[src/rtl/uart_rx_pkg.sv]
// Shared definitions for the UART receive path: state encoding (common with the
// transmitter), default link parameters and small timing helpers.
package uart_rx_pkg;

  typedef enum logic [1:0] {
    IDLE  = 2'd0,
    START = 2'd1,
    DATA  = 2'd2,
    STOP  = 2'd3
  } uart_state_t;

  localparam int unsigned BPS_MAX_DEFAULT = 5208;
  localparam int unsigned BIT_MAX_DEFAULT = 8;

  function automatic int unsigned half_bit_last(input int unsigned bps_max);
    return bps_max / 2 - 1;
  endfunction

  function automatic int unsigned full_bit_last(input int unsigned bps_max);
    return bps_max - 1;
  endfunction

endpackage

[src/rtl/uart_rx_sync_2ff.sv]
// Two-flop synchroniser for a single asynchronous input.
// The reset value is a parameter so idle-high lines do not see a false edge.
module sync_2ff #(
  parameter logic RESET_VAL = 1'b1
) (
  input  logic clk,
  input  logic rst,
  input  logic d,
  output logic q
);

  logic meta;

  always_ff @(posedge clk) begin
    if (!rst) begin
      meta <= RESET_VAL;
      q    <= RESET_VAL;
    end else begin
      meta <= d;
      q    <= meta;
    end
  end

endmodule

[src/rtl/uart_rx.sv]
// UART receiver: synchronises rx, finds the start bit, samples data bits at
// mid-bit, checks the stop bit and strobes either a valid byte or a framing error.
module uart_rx
  import uart_rx_pkg::*;
#(
  parameter int unsigned BPS_MAX = BPS_MAX_DEFAULT,
  parameter int unsigned BIT_MAX = BIT_MAX_DEFAULT
) (
  input  logic               clk,
  input  logic               rst,
  input  logic               rx,
  output logic [BIT_MAX-1:0] rx_data,
  output logic               rx_valid,
  output logic               rx_frame_err,
  output logic               rx_busy
);

  localparam int unsigned CW = $clog2(BPS_MAX);
  localparam int unsigned BW = $clog2(BIT_MAX + 1);
  localparam logic [CW-1:0] HALF_LAST = CW'(half_bit_last(BPS_MAX));
  localparam logic [CW-1:0] FULL_LAST = CW'(full_bit_last(BPS_MAX));
  localparam logic [BW-1:0] BIT_LAST  = BW'(BIT_MAX - 1);

  uart_state_t       state;
  uart_state_t       state_nxt;
  logic              s2;
  logic              s3;
  logic [1:0]        fill;
  logic              armed;
  logic              fall;
  logic [CW-1:0]     bps_cnt;
  logic [BW-1:0]     bit_cnt;
  logic [BIT_MAX-1:0] shift_reg;
  logic [BIT_MAX-1:0] shift_nxt;
  logic              half_hit;
  logic              full_hit;
  logic              last_bit;
  logic              start_tick;
  logic              data_tick;
  logic              stop_tick;

  sync_2ff #(
    .RESET_VAL(1'b1)
  ) u_sync (
    .clk(clk),
    .rst(rst),
    .d  (rx),
    .q  (s2)
  );

  // The synchroniser is preloaded high, so edges are only trusted once s2 has
  // carried a real high sample from the line; a line low at release is ignored.
  always_ff @(posedge clk) begin
    if (!rst) begin
      s3    <= 1'b1;
      fill  <= 2'b00;
      armed <= 1'b0;
    end else begin
      s3    <= s2;
      fill  <= {fill[0], 1'b1};
      armed <= armed | (fill[1] & s2);
    end
  end

  assign fall     = armed & s3 & ~s2;
  assign half_hit = (bps_cnt == HALF_LAST);
  assign full_hit = (bps_cnt == FULL_LAST);
  assign last_bit = (bit_cnt == BIT_LAST);

  always_ff @(posedge clk) begin
    if (!rst) begin
      state <= IDLE;
    end else begin
      state <= state_nxt;
    end
  end

  always_comb begin
    state_nxt = state;
    unique case (state)
      IDLE:    if (fall) state_nxt = START;
      START:   if (half_hit) state_nxt = s2 ? IDLE : DATA;
      DATA:    if (full_hit && last_bit) state_nxt = STOP;
      STOP:    if (full_hit) state_nxt = IDLE;
      default: state_nxt = IDLE;
    endcase
  end

  always_comb begin
    rx_busy    = (state != IDLE);
    start_tick = (state == START) && half_hit;
    data_tick  = (state == DATA) && full_hit;
    stop_tick  = (state == STOP) && full_hit;
  end

  // LSB arrives first, so each new bit enters at the top and walks down to bit 0.
  always_comb begin
    shift_nxt              = shift_reg >> 1;
    shift_nxt[BIT_MAX-1]   = s2;
  end

  always_ff @(posedge clk) begin
    if (!rst) begin
      bps_cnt      <= '0;
      bit_cnt      <= '0;
      shift_reg    <= '0;
      rx_data      <= '0;
      rx_valid     <= 1'b0;
      rx_frame_err <= 1'b0;
    end else begin
      rx_valid     <= 1'b0;
      rx_frame_err <= 1'b0;
      unique case (state)
        IDLE: begin
          bps_cnt <= '0;
          bit_cnt <= '0;
        end
        START: begin
          bps_cnt <= start_tick ? '0 : bps_cnt + 1'b1;
        end
        DATA: begin
          if (data_tick) begin
            bps_cnt   <= '0;
            shift_reg <= shift_nxt;
            bit_cnt   <= last_bit ? '0 : bit_cnt + 1'b1;
          end else begin
            bps_cnt <= bps_cnt + 1'b1;
          end
        end
        STOP: begin
          if (stop_tick) begin
            bps_cnt <= '0;
            if (s2) begin
              rx_data  <= shift_reg;
              rx_valid <= 1'b1;
            end else begin
              rx_frame_err <= 1'b1;
            end
          end else begin
            bps_cnt <= bps_cnt + 1'b1;
          end
        end
        default: begin
          bps_cnt <= '0;
          bit_cnt <= '0;
        end
      endcase
    end
  end

endmodule

[config.mk]
export PLATFORM = sky130hd
export DESIGN_NAME = uart_rx
export DESIGN_NICKNAME = d
export VERILOG_FILES = /design/src/rtl/uart_rx_pkg.sv /design/src/rtl/uart_rx_sync_2ff.sv /design/src/rtl/uart_rx.sv
export SDC_FILE = /design/constraint.sdc
export NUM_CORES = 1
export LEC_CHECK = 0
export ABC_AREA = 1
export CAP_MARGIN = 20
export CORE_MARGIN = 4
export CORE_UTILIZATION = 40
export DETAILED_ROUTE_END_ITERATION = 7
export PLACE_DENSITY = 0.64
export SLEW_MARGIN = 25
export SYNTH_ARGS = -nofsm -noshare
export SYNTH_HDL_FRONTEND = slang
export SYNTH_HIERARCHICAL = 1
export SYNTH_SLANG_ARGS = --single-unit
[constraint.sdc]
create_clock -name clk -period 1.9 [get_ports clk]
set_input_delay 0.285 -clock clk [delete_from_list [all_inputs] [get_ports clk]]
set_output_delay 0.285 -clock clk [all_outputs]
set_load 0.02 [all_outputs]
==> reports/results.tsv <==
stage	metric	value	unit
clock_network	Root Buffer	clkbuf_8	
logic_synthesis	register bit count reported by yosys	43	
floorplanning	FP Rows	24	
hold_path	class of the worst hold path	reg -> reg	
clock_network	CTS max path bufs	2	
route	via density per instance	4.63	
logic_synthesis	Synth area leader	dfxtp_1	
timing	Setup Viol. Count Final	0	
route	final WL	3240	µm
logic_synthesis	share of the synthesized area in the top cell type	45.4	%
clock_network	H-Tree Depth	2	
logic_synthesis	Mapped Area	0.00190	mm²
clock_network	Post-CTS Resized	0	
logic_synthesis	sequential area share after synthesis	45.4	%
placed_design	port bufs	13	
placed_design	RD Place Congestion	0.765	
timing	Final period util	90.4	%
timing	Clock Skews	0.00789	ns
logic_synthesis	Yosys cell types	25	
timing	Slew Limit Headroom	70.2	%
placed_design	pre-CTS WS	0.291	ns
route	WL per Instance	10.3	µm
floorplanning	Initial Utilization	42.4	%
power	Power Dens Cells	834	mW/mm²
route	DRT Pass-1 Iters	4	
worst_setup_path	Critical Path Start Type	flip-flop	
global_routing	largest net degree at the start of global routing	17	
logic_synthesis	dominant cells by area after synthesis	dfxtp_1 (45%), nand2_1 (9.7%), nor2_1 (6.5%), inv_1 (5.0%), nand3_1 (4.5%)	
clock_network	CTS tree	done	
clock_network	hold_buf cts	0	
timing	RSZ-0062 raised after global routing	false	
clock_network	TritonCTS Sinks	43	
finish	Area Overhead vs Synth	16.2	%
logic_synthesis	Post-synth EDFFs	0	
timing	Final Max Slew Viols	0	
clock_network	Worst-path clk slew	0.08	ns
floorplanning	Die Ht	76.8	µm
global_routing	initial antenna violation count	0	
route	Final ANT Viol Nets	0	
global_routing	vias in the first global route	1384	
power	Lkg Pwr	0.000891	µW
power	total power	1840	µW
finish	# diodes	0	
finish	layout cells sized above 1	13.3	%
timing	fmax	582	MHz
floorplanning	I/O Pins	14	
timing	Final WS setup	0.182	ns
route	1st-iter DRT viols	85	
timing	Fin. Hold Viols	0	
timing	Worst Max-Slew Pin Slew	0.446	ns
run	Max Cap Viol	0	
worst_setup_path	Crit Path Class	reg -> out	
worst_setup_path	CP max FO	6	
power	worst vdd ir	0.385	mV
global_routing	total track usage	12.6	%
finish	Largest register FFs	13	
worst_setup_path	WP data arrival	1.43	ns
floorplanning	die footprint	0.00590	mm²
logic_synthesis	Mean Syn Cell Area	7.74	µm²
clock_network	TritonCTS buffer count	5	
finish	Final Net Count	267	
logic_synthesis	yosys warns	6	
floorplanning	Die Width	76.8	µm
clock_network	clock insertion delay at the later pin of the skew report	0.29	ns
placed_design	Detailed Place HPWL	2410	µm
logic_synthesis	Synth Flop Type	dfxtp_1	
global_routing	first-pass GRT wire length	6110	µm
logic_synthesis	syn_nets	250	
global_routing	GRT Residual Overflow	0	
logic_synthesis	Post-Syn Instances	245	
timing	setup TNS	0	ns
worst_setup_path	Worst Path Required	1.62	ns
logic_synthesis	Post-synth ARST share	0	%
route	DR vias	1457	
route	drc violations	0	
logic_synthesis	top post-synthesis cells by count	nand2_1 (49), dfxtp_1 (43), nor2_1 (33)	
run_status	status	finished, final reports clean	
logic_synthesis	most frequent cell after synthesis	nand2_1	
timing	fin crit period	1.72	ns
worst_setup_path	crit path capture type	output pin	
clock_network	postcts setup bufs	0	
floorplanning	CORE AREA	0.00447	mm²
==> path summary, 6_finish.rpt <==
check / startpoint / end / slack, ns / cells past startpoint
worst min-delay path: u_sync/meta$_SDFF_PN1_ / u_sync/q$_SDFF_PN1_ / 0.41 / 2
worst max register to register: bps_cnt[0]$_SDFF_PN0_ / rx_data[0]$_SDFFE_PN0P_ / 0.31 / 8
worst max-delay path: flip-flop / rx_busy / 0.18 / 3
worst min register to register: u_sync/meta$_SDFF_PN1_ / u_sync/q$_SDFF_PN1_ / 0.41 / 2
==> final cells by class <==
type | count | area (µm²)
inverters | 28 | 105
flip-flops and latches | 43 | 862
multi-input cells | 169 | 892
clock inverters | 2 | 60.1
repair buffers | 15 | 145
well taps | 52 | 65.1
clock buffers | 6 | 72.6
fillers | 442 | 2270
==> logic make-up (layout without fill, tap and decap cells) <==
group	after synthesis	in the layout	synth area share (%)
buffers and inverters	33	51	7.52
and+or+nand+nor	131	131	34.9
AOI/OAI and AO/OA	29	29	7.66
DFF	43	43	45.4
xor gates and xnor gates	7	7	3.23
adders and majority gates	2	2	1.32
==> through the flow <==
step	utilization [%]	area, µm²	instances	hold WS (ns)
after floorplan	-	1900	245	0.313
after global placement	46.2	2070	307	0.383
after detailed placement	46.2	2070	307	0.394
after CTS	49.2	2200	315	0.415
after global routing	49.2	2200	315	0.425
final	49.2	2200	315	0.412
==> critical path: stages (launching register included) <==
cell and delay [ns]:
dfxtp_2 0.36, nor2_1 0.19, inv_1 0.06, clkdlybuf4s50_1 0.53
==> layer usage <==
metal / global-route usage (%) / share of wire, %
met1: 17.2 / 53
met4: 5.43 / 1.8
met3: 3.16 / 3.1
met2: 18.9 / 42
met5: 0 / 0
==> report_power, final <==
| group | switching [µW] | internal, µW | total [µW] |
|---|---|---|---|
| Sequential | 8.82 | 911 | 920 |
| Clock | 301 | 525 | 826 |
| Combinational | 57.3 | 33.0 | 90.2 |
==> cells in the final DEF (no fill, tap or decap), drive strengths merged <==
cell type	count
buf	2
clkdlybuf4s50	13
inv	28
nand3	18
bufinv	2
xor2	7
nand2	54
nor3b	2
nand4	2
nor2	47
o21ai	15
nor3	8
clkbuf	6
a21oi	14
dfxtp	43
ha	2
(Power assumes the default switching activity.)
